$ cat src/rtl/melody_sequencer.sv
// melody_sequencer: steps a fixed melody ROM at a programmable tempo and drives note/gate to the tone divider.
module melody_sequencer #(
   parameter int BEAT_CYCLES = 12_500_000,
   parameter int GAP_CYCLES  = 1_250_000,
   parameter int LEN         = 16
) (
   input  logic       clk,
   input  logic       reset,
   input  logic       start,
   input  logic       stop,
   input  logic       loop,
   output logic [2:0] note,
   output logic       gate,
   output logic [3:0] step,
   output logic       busy,
   output logic       done
);
   localparam int CW = $clog2(4 * BEAT_CYCLES);
   typedef enum logic [1:0] {IDLE, PLAY, GAP, PAUSE} state_t;
   // each entry is {note, beats}; duration is (beats+1) beats
   localparam logic [4:0] ROM [16] = '{
      5'b000_00, 5'b001_00, 5'b010_00, 5'b011_00, 5'b100_00, 5'b101_00, 5'b110_00, 5'b111_01,
      5'b111_00, 5'b110_00, 5'b101_00, 5'b100_00, 5'b011_00, 5'b010_00, 5'b001_00, 5'b000_01
   };
   state_t state, adv_state;
   logic start_q, stop_q, start_rise, stop_rise, resume_gap, adv_done, last_step;
   logic [CW-1:0] cnt, adv_cnt;
   logic [CW:0] dur, cnt_x;
   logic [3:0] adv_step;
   assign start_rise = start & ~start_q;
   assign stop_rise  = stop & ~stop_q;
   assign last_step  = step == 4'(LEN - 1);
   // one cycle of normal progress; a pausing edge also consumes its cycle so a step always totals D
   always_comb begin
      dur = (CW + 1)'((int'(ROM[step][1:0]) + 1) * BEAT_CYCLES);
      cnt_x = {1'b0, cnt};
      adv_state = state;
      adv_cnt = cnt + CW'(1);
      adv_step = step;
      adv_done = 1'b0;
      if (state == PLAY && cnt_x == dur - (CW + 1)'(GAP_CYCLES + 1))
         adv_state = GAP;
      if (state == GAP && cnt_x == dur - (CW + 1)'(1)) begin
         adv_cnt = '0;
         adv_done = last_step && !loop;
         adv_state = adv_done ? IDLE : PLAY;
         adv_step = last_step ? 4'd0 : step + 4'd1;
      end
   end
   always_ff @(posedge clk) begin
      if (reset) begin
         state <= IDLE;
         cnt <= '0;
         step <= '0;
         note <= '0;
         gate <= 1'b0;
         busy <= 1'b0;
         done <= 1'b0;
         resume_gap <= 1'b0;
         start_q <= 1'b1;
         stop_q <= 1'b1;
      end else begin
         start_q <= start;
         stop_q <= stop;
         done <= 1'b0;
         if (stop_rise) begin
            state <= IDLE;
            cnt <= '0;
            step <= '0;
            note <= '0;
            gate <= 1'b0;
            busy <= 1'b0;
         end else if (state == IDLE) begin
            if (start_rise) begin
               state <= PLAY;
               cnt <= '0;
               step <= '0;
               note <= ROM[0][4:2];
               gate <= 1'b1;
               busy <= 1'b1;
            end
         end else if (state == PAUSE) begin
            if (start_rise) begin
               state <= resume_gap ? GAP : PLAY;
               gate <= ~resume_gap;
            end
         end else begin
            cnt <= adv_cnt;
            step <= adv_step;
            note <= adv_done ? 3'd0 : ROM[adv_step][4:2];
            done <= adv_done;
            busy <= !adv_done;
            state <= (start_rise && !adv_done) ? PAUSE : adv_state;
            gate <= !start_rise && adv_state == PLAY;
            resume_gap <= adv_state == GAP;
         end
      end
   end
endmodule

$ cat config.mk
export PLATFORM = sky130hd
export DESIGN_NAME = melody_sequencer
export DESIGN_NICKNAME = d
export VERILOG_FILES = /design/src/rtl/melody_sequencer.sv
export SDC_FILE = /design/constraint.sdc
export NUM_CORES = 1
export LEC_CHECK = 0
export BUFFER_PORTS_ARGS = -buffer_cell sky130_fd_sc_hd__clkbuf_2
export CELL_PAD_IN_SITES_DETAIL_PLACEMENT = 0
export CELL_PAD_IN_SITES_GLOBAL_PLACEMENT = 2
export CORE_ASPECT_RATIO = 1.2
export CORE_MARGIN = 4
export CORE_UTILIZATION = 30
export DETAILED_ROUTE_END_ITERATION = 10
export GPL_ROUTABILITY_DRIVEN = 0
export PLACE_DENSITY = 0.71
export SKIP_LAST_GASP = 1
export SYNTH_ARGS = -nofsm -noshare
export SYNTH_HDL_FRONTEND = slang
export SYNTH_SLANG_ARGS = --single-unit
$ cat constraint.sdc
create_clock -name clk -period 3.11 [get_ports clk]
set_clock_uncertainty 0.1 [all_clocks]
set_input_delay 0.311 -clock clk [delete_from_list [all_inputs] [get_ports clk]]
set_output_delay 0.311 -clock clk [all_outputs]
set_load 0.01 [all_outputs]
==> results of run 1 <==
## cell type report
class / instances / area share [%]
clock buffers: 5 / 2.47
clock inverters: 3 / 2.33
inverters: 10 / 1.35
multi-input cells: 229 / 53.7
flip-flops and latches: 41 / 29.4
well taps: 92 / 4.13
repair buffers: 29 / 6.55
## flip-flops by register name, indices dropped and copies added (netlist names)
register    flops
gate            1
stop_q          1
step            4
note            3
cnt            26
state           2
resume_gap      1
start_q         1
busy            1
done            1
## stage by stage
step                      setup WS [ns]  area, um2  hold WS (ns)  total power, mW  util, %
after global routing             0.0154       2790         0.117             1.25     35.8
after floorplan                   0.357       2420         0.280            0.636        -
final                             0.262       2790         0.113             1.19     35.8
after detailed placement          0.277       2650         0.363            0.693     34.0
after global placement            0.328       2650         0.353            0.697     34.0
after CTS                         0.255       2790         0.103             1.21     35.8
## kinds of logic after synthesis
logic type	Yosys count
xor+xnor	21
mux	3
fa+ha+maj	7
simple gates	141
compound gates	57
buf+inv	27
flops	41
## final timing paths
kind	startpoint	endpoint	slack [ns]
worst max register to register	step[0]$_SDFFE_PP0P_	note[2]$_SDFFE_PP0P_	0.26
worst min register to register	resume_gap$_SDFFE_PP0P_	resume_gap$_SDFFE_PP0P_	0.37
worst min-delay path	stop	stop_q$_SDFF_PP1_	0.11
worst max-delay path	step[0]$_SDFFE_PP0P_	note[2]$_SDFFE_PP0P_	0.26
## placed cells by master, fill, tap and decap left out, types with 2 or more instances in the layout
cell type / synthesis / final
a21o_1: 2 / 2
nor4_1: 6 / 6
ha_1: 7 / 7
clkbuf_2: 0 / 14
nor2b_1: 5 / 5
nand2b_1: 4 / 4
a22oi_1: 4 / 4
nand2_1: 25 / 25
o211ai_1: 2 / 2
a21oi_1: 13 / 13
nand4_1: 10 / 10
dfxtp_1: 41 / 41
or2_2: 3 / 3
nor3b_1: 4 / 4
and4b_1: 3 / 3
or4_1: 3 / 3
nand3_1: 10 / 10
a32o_1: 2 / 2
buf_4: 0 / 15
nor2_1: 34 / 34
xor2_1: 6 / 6
nand3b_1: 3 / 3
bufinv_16: 0 / 2
and4_1: 5 / 5
or4b_4: 2 / 2
nor3_1: 11 / 11
nand4b_1: 3 / 3
a2bb2oi_1: 2 / 2
clkbuf_8: 0 / 5
mux2i_1: 3 / 3
a31oi_1: 4 / 4
o21ai_0: 16 / 16
or3_1: 2 / 2
xnor2_1: 15 / 15
inv_1: 9 / 9
## metal layers
layer / track usage [%] / vias up / wire [um]
met5: 0 / - / 0
met4: 5.47 / 0 / 129
met3: 2.34 / 10 / 197
met2: 26.1 / 44 / 3400
met1: 18.3 / 1036 / 3090
li1: - / 1115 / -
## power by group
| part | internal (mW) | total (mW) | switching (mW) |
|---|---|---|---|
| Combinational | 0.0479 | 0.136 | 0.0885 |
| Clock | 0.319 | 0.514 | 0.195 |
| Sequential | 0.535 | 0.543 | 0.00850 |
==> metrics.cfg, run 1 <==
[logic_synthesis]
ys_warn_count=0
yosys.area_share.adder_pct=3.61
synthCells=297
yosys.area.top_type=dfxtp_1
synth.top_cell.area_share_pct=33.9
synth-main-ff-cell=dfxtp_1
synth_area_per_cell_um2=8.16
ys_seq_area_share_pct=33.9
synth_edf_count=0
synth_area_leaders=dfxtp_1 (34%), xnor2_1 (5.4%), nor2_1 (5.3%)
synth_top_family_by_area=simple AND/OR/NAND/NOR gates
ys_async_sr_fraction_pct=0
syn-cell-area_um2=2420
synth-xor-area-share_pct=7.59
yosys-top-cells-count=dfxtp_1 (41), nor2_1 (34), nand2_1 (25)
synth-seq-cells=41
synth_compound_area_share_pct=16.5
synthSimpleGateAreaFrac_pct=32.8
synth.most_common_cell=dfxtp_1
yosysUniqueCellTypes=54
syn_nets=309
post_synth_mux_area_share_pct=1.24

[cts]
insertion_delay_ns=0.30
cts.sinks=41
cts_buffer_depth=2
clkTransAtPathRegs_ns=0.09
post_cts_buffers=0
cts_tree=built
cts_buffers=5
clock-root-buffer=clkbuf_8
post_cts_resized=0
cts_hold_buf=0
htreeDepth=2

[power]
powerDensity_nw_per_um2=428
vdd_drop_max_mv=0.199
p_leak_nw=0.926

[worst_setup_path]
crit_type=flop to flop
cpPeakStageDelay_ns=0.53
crit_buf_inv=0
worst-path-stages=8
start_kind=flop
cp_max_fo=3
endpoint_kind=flop
critPathRequiredTime_ns=3.20
cp.arrival_ns=2.94
slowest_stage=or4b_4
path_common_cell=ha_1
path_cells=ha_1 -> ha_1 -> or4b_4 -> a2111oi_4 -> nor4bb_1 -> mux2i_1 -> xor2_1 -> a32o_1
critPathTopFamily=simple AND/OR/NAND/NOR gates
r2r_cells=8

[detailed_routing]
wire_per_inst_um=16.7
dr.pass1.iters=4
drt_iter0_drc=137
drcViolationCount=0
ant_nets=0
wl_um=6820
vias=2205
viasPerCell=5.39

[grt]
grt-ovfl-total=0
track_usage_pct=14.8
grt_pass1_wl_um=11600
antenna_found_initial=0
grt_max_degree=24
grt_pass1_vias=2283

[placement]
port_buffers=14
place_inst=401
place_hpwl_um=5130

[floorplan]
start_util_pct=31.1
num_rows=35
die-area_um2=9590
core_um2=7790
io_pins=15
dieWidth_um=90.1
die_h_um=106

[sta]
finalHoldViolCount=0
clock.fmax_mhz=351
worst_pin_slew_ns=0.515
maxSlewHeadroom_pct=65.5
fin_crit_sh_pct=91.6
drv_slew=0
timing.final.crit_period_ns=2.85
setup_viol=0
rsz0062_at_grt=false
setup_tns_ns=0

[run_status]
status=completed

[run]
maxCapViolations=0

[finish]
regArea_um2=821
drive_above_1_share_pct=15.5
fill_cells=859
area_delta_synth_final_pct=15.0
multi_input_area_um2=1500
layout.cells.non_filler=409
finalNetCount=328
diodes=0

[hold_path]
hold_path_class=primary input to flop
whs_path_depth=2

(Power assumes the default switching activity.)
==> run 2, diff against run 1 <==
--- a/config.mk
+++ b/config.mk
@@ -10,11 +10,12 @@
 export CELL_PAD_IN_SITES_GLOBAL_PLACEMENT = 2
 export CORE_ASPECT_RATIO = 1.2
 export CORE_MARGIN = 4
-export CORE_UTILIZATION = 30
+export CORE_UTILIZATION = 34
 export DETAILED_ROUTE_END_ITERATION = 10
 export GPL_ROUTABILITY_DRIVEN = 0
-export PLACE_DENSITY = 0.71
+export PLACE_DENSITY = 0.78
 export SKIP_LAST_GASP = 1
 export SYNTH_ARGS = -nofsm -noshare
 export SYNTH_HDL_FRONTEND = slang
 export SYNTH_SLANG_ARGS = --single-unit
+export TNS_END_PERCENT = 5
==> run 2 against run 1 <==
Combinational power hardly changed. Global-route usage rose by 1.2 points. Critical path type unchanged. Largest power group unchanged. Critical endpoint unchanged. Die area down 11%.
==> metrics.cfg, run 2 (synthesis gave the netlist of run 1 again) <==
[cts]
cts.sinks=41  ; unchanged
post_cts_resized=0  ; unchanged
clock-root-buffer=clkbuf_8
clkTransAtPathRegs_ns=0.08  ; about the same
insertion_delay_ns=0.29  ; about the same
cts_hold_buf=0  ; unchanged
cts_buffer_depth=2  ; unchanged
htreeDepth=2  ; unchanged
cts_tree=built
cts_buffers=5  ; unchanged
post_cts_buffers=0  ; unchanged

[worst_setup_path]
crit_buf_inv=0  ; unchanged
reg2reg_slack_ns=0.28  ; +0.02 ns
r2r_cells=8  ; unchanged
path_cells=ha_1 -> ha_1 -> or4b_4 -> a2111oi_4 -> nor4bb_1 -> mux2i_1 -> xor2_1 -> a32o_1
slowest_stage=or4b_4
path_common_cell=ha_1
crit_type=flop to flop
cp.arrival_ns=2.92  ; -0.02 ns
critPathTopFamily=simple AND/OR/NAND/NOR gates
cpPeakStageDelay_ns=0.53  ; about the same
endpoint_kind=flop
reg2reg_to=note[2]$_SDFFE_PP0P_
cp_max_fo=3  ; unchanged
critPathRequiredTime_ns=3.20  ; about the same
reg2reg_from=step[0]$_SDFFE_PP0P_
start_kind=flop

[power]
vdd_drop_max_mv=0.167  ; -16%
powerDensity_nw_per_um2=388  ; -9.3%
p_leak_nw=0.907  ; -2.0%

[finish]
drive_above_1_share_pct=15.2  ; -0.27 points
final_cell_mix=dfxtp_1 (41), nor2_1 (34), nand2_1 (25)
fill_cells=717  ; -17%
top_register=cnt
largest_reg_flops=26  ; unchanged
reg_top3=cnt (26), step (4), note (3)
diodes=0  ; unchanged
layout.cells.non_filler=403  ; -1.5%
area_delta_synth_final_pct=13.1
final_common_cell=dfxtp_1
finalNetCount=327  ; -0.30%

[sta]
setup_tns_ns=0  ; unchanged
fin_crit_sh_pct=91.0  ; -0.57 points
worst_pin_slew_ns=0.592  ; +0.0771 ns
drv_slew=0  ; unchanged
finalHoldViolCount=0  ; unchanged
maxSlewHeadroom_pct=60.5  ; -5.1 points
timing.final.crit_period_ns=2.83  ; -0.0178 ns
clock.fmax_mhz=353  ; +0.63%
setup_viol=0  ; unchanged
rsz0062_at_grt=false

[floorplan]
num_rows=33  ; -5.7%
start_util_pct=35.1  ; +4.1 points
core_um2=6900  ; -12%
die_h_um=100  ; -5.6%
dieWidth_um=85.1  ; -5.5%
io_pins=15  ; unchanged
die-area_um2=8550  ; -11%

[grt]
antenna_found_initial=0  ; unchanged
grt_max_degree=24  ; unchanged
grt-ovfl-total=0  ; unchanged
grt_pass1_wl_um=10900  ; -6.1%
track_usage_pct=16.1  ; +1.2 points
grt_pass1_vias=2140  ; -6.3%

[hold_path]
hold_path_class=primary input to flop
min-delay-start=stop
worstHoldEndpoint=stop_q$_SDFF_PP1_
whs_path_depth=2  ; unchanged

[detailed_routing]
drt_iter0_drc=131  ; -4.4%
wl_um=6570  ; -3.7%
dr.pass1.iters=5  ; +1
ant_nets=0  ; unchanged
viasPerCell=5.49  ; +1.8%
wire_per_inst_um=16.3  ; -2.3%
vias=2212  ; +0.32%
drcViolationCount=0  ; unchanged

[placement]
place_inst=395  ; -1.5%
port_buffers=14  ; unchanged
place_hpwl_um=4910  ; -4.4%

[run_status]
status=completed

[run]
maxCapViolations=0  ; unchanged

[run 2: changes by cell type in the layout (fill, tap and decap cells not counted)]
| cell | previous run | this run |
|---|---|---|
| buf_4 | 15 | 14 |
| clkbuf_8 | 5 | 7 |
| bufinv_16 | 2 | 0 |
[run 2: stage by stage]
step                      hold slack (ns)  utilization (%)  cell area (um2)  total power, mW  setup WS (ns)
after detailed placement            0.361             38.3             2640            0.690          0.331
after global routing                0.113             39.8             2740             1.12          0.129
final                               0.118             39.8             2740             1.06          0.280
after global placement              0.351             38.3             2640            0.692          0.435
after floorplan                     0.280                -             2420            0.636          0.357
after CTS                           0.104             39.8             2740             1.08          0.305
[run 2: power breakdown]
part,leakage (nW),switching [mW],internal [mW]
registers,0.331,0.00892,0.535
logic,0.522,0.0869,0.0470
clock network,0.0542,0.187,0.201
[run 2: worst max path at each step]
stage | start | endpoint | cells after the start
finish | step[0]$_SDFFE_PP0P_ | note[2]$_SDFFE_PP0P_ | 8
global route | step[0]$_SDFFE_PP0P_ | note[2]$_SDFFE_PP0P_ | 9
CTS | step[0]$_SDFFE_PP0P_ | note[2]$_SDFFE_PP0P_ | 8
detailed placement | step[0]$_SDFFE_PP0P_ | note[2]$_SDFFE_PP0P_ | 8
global placement | step[0]$_SDFFE_PP0P_ | note[2]$_SDFFE_PP0P_ | 8
floorplan | step[0]$_SDFFE_PP0P_ | note[2]$_SDFFE_PP0P_ | 9
[run 2: cell type report]
cell class | count | area, um2 | area share [%]
well taps | 87 | 109 | 3.97
clock buffers | 7 | 96.3 | 3.51
clock inverters | 1 | 5.00 | 0.183
repair buffers | 28 | 175 | 6.39
flip-flops and latches | 41 | 821 | 29.9
inverters | 10 | 37.5 | 1.37
multi-input cells | 229 | 1500 | 54.6
[run 2: per-layer routing]
| layer | track usage, % | vias up | share of wire [%] |
|---|---|---|---|
| li1 | - | 1111 | - |
| met1 | 20.0 | 1042 | 46 |
| met2 | 26.4 | 44 | 48 |
| met3 | 2.94 | 15 | 2.8 |
| met4 | 8.28 | 0 | 3.3 |
| met5 | 0 | - | 0 |
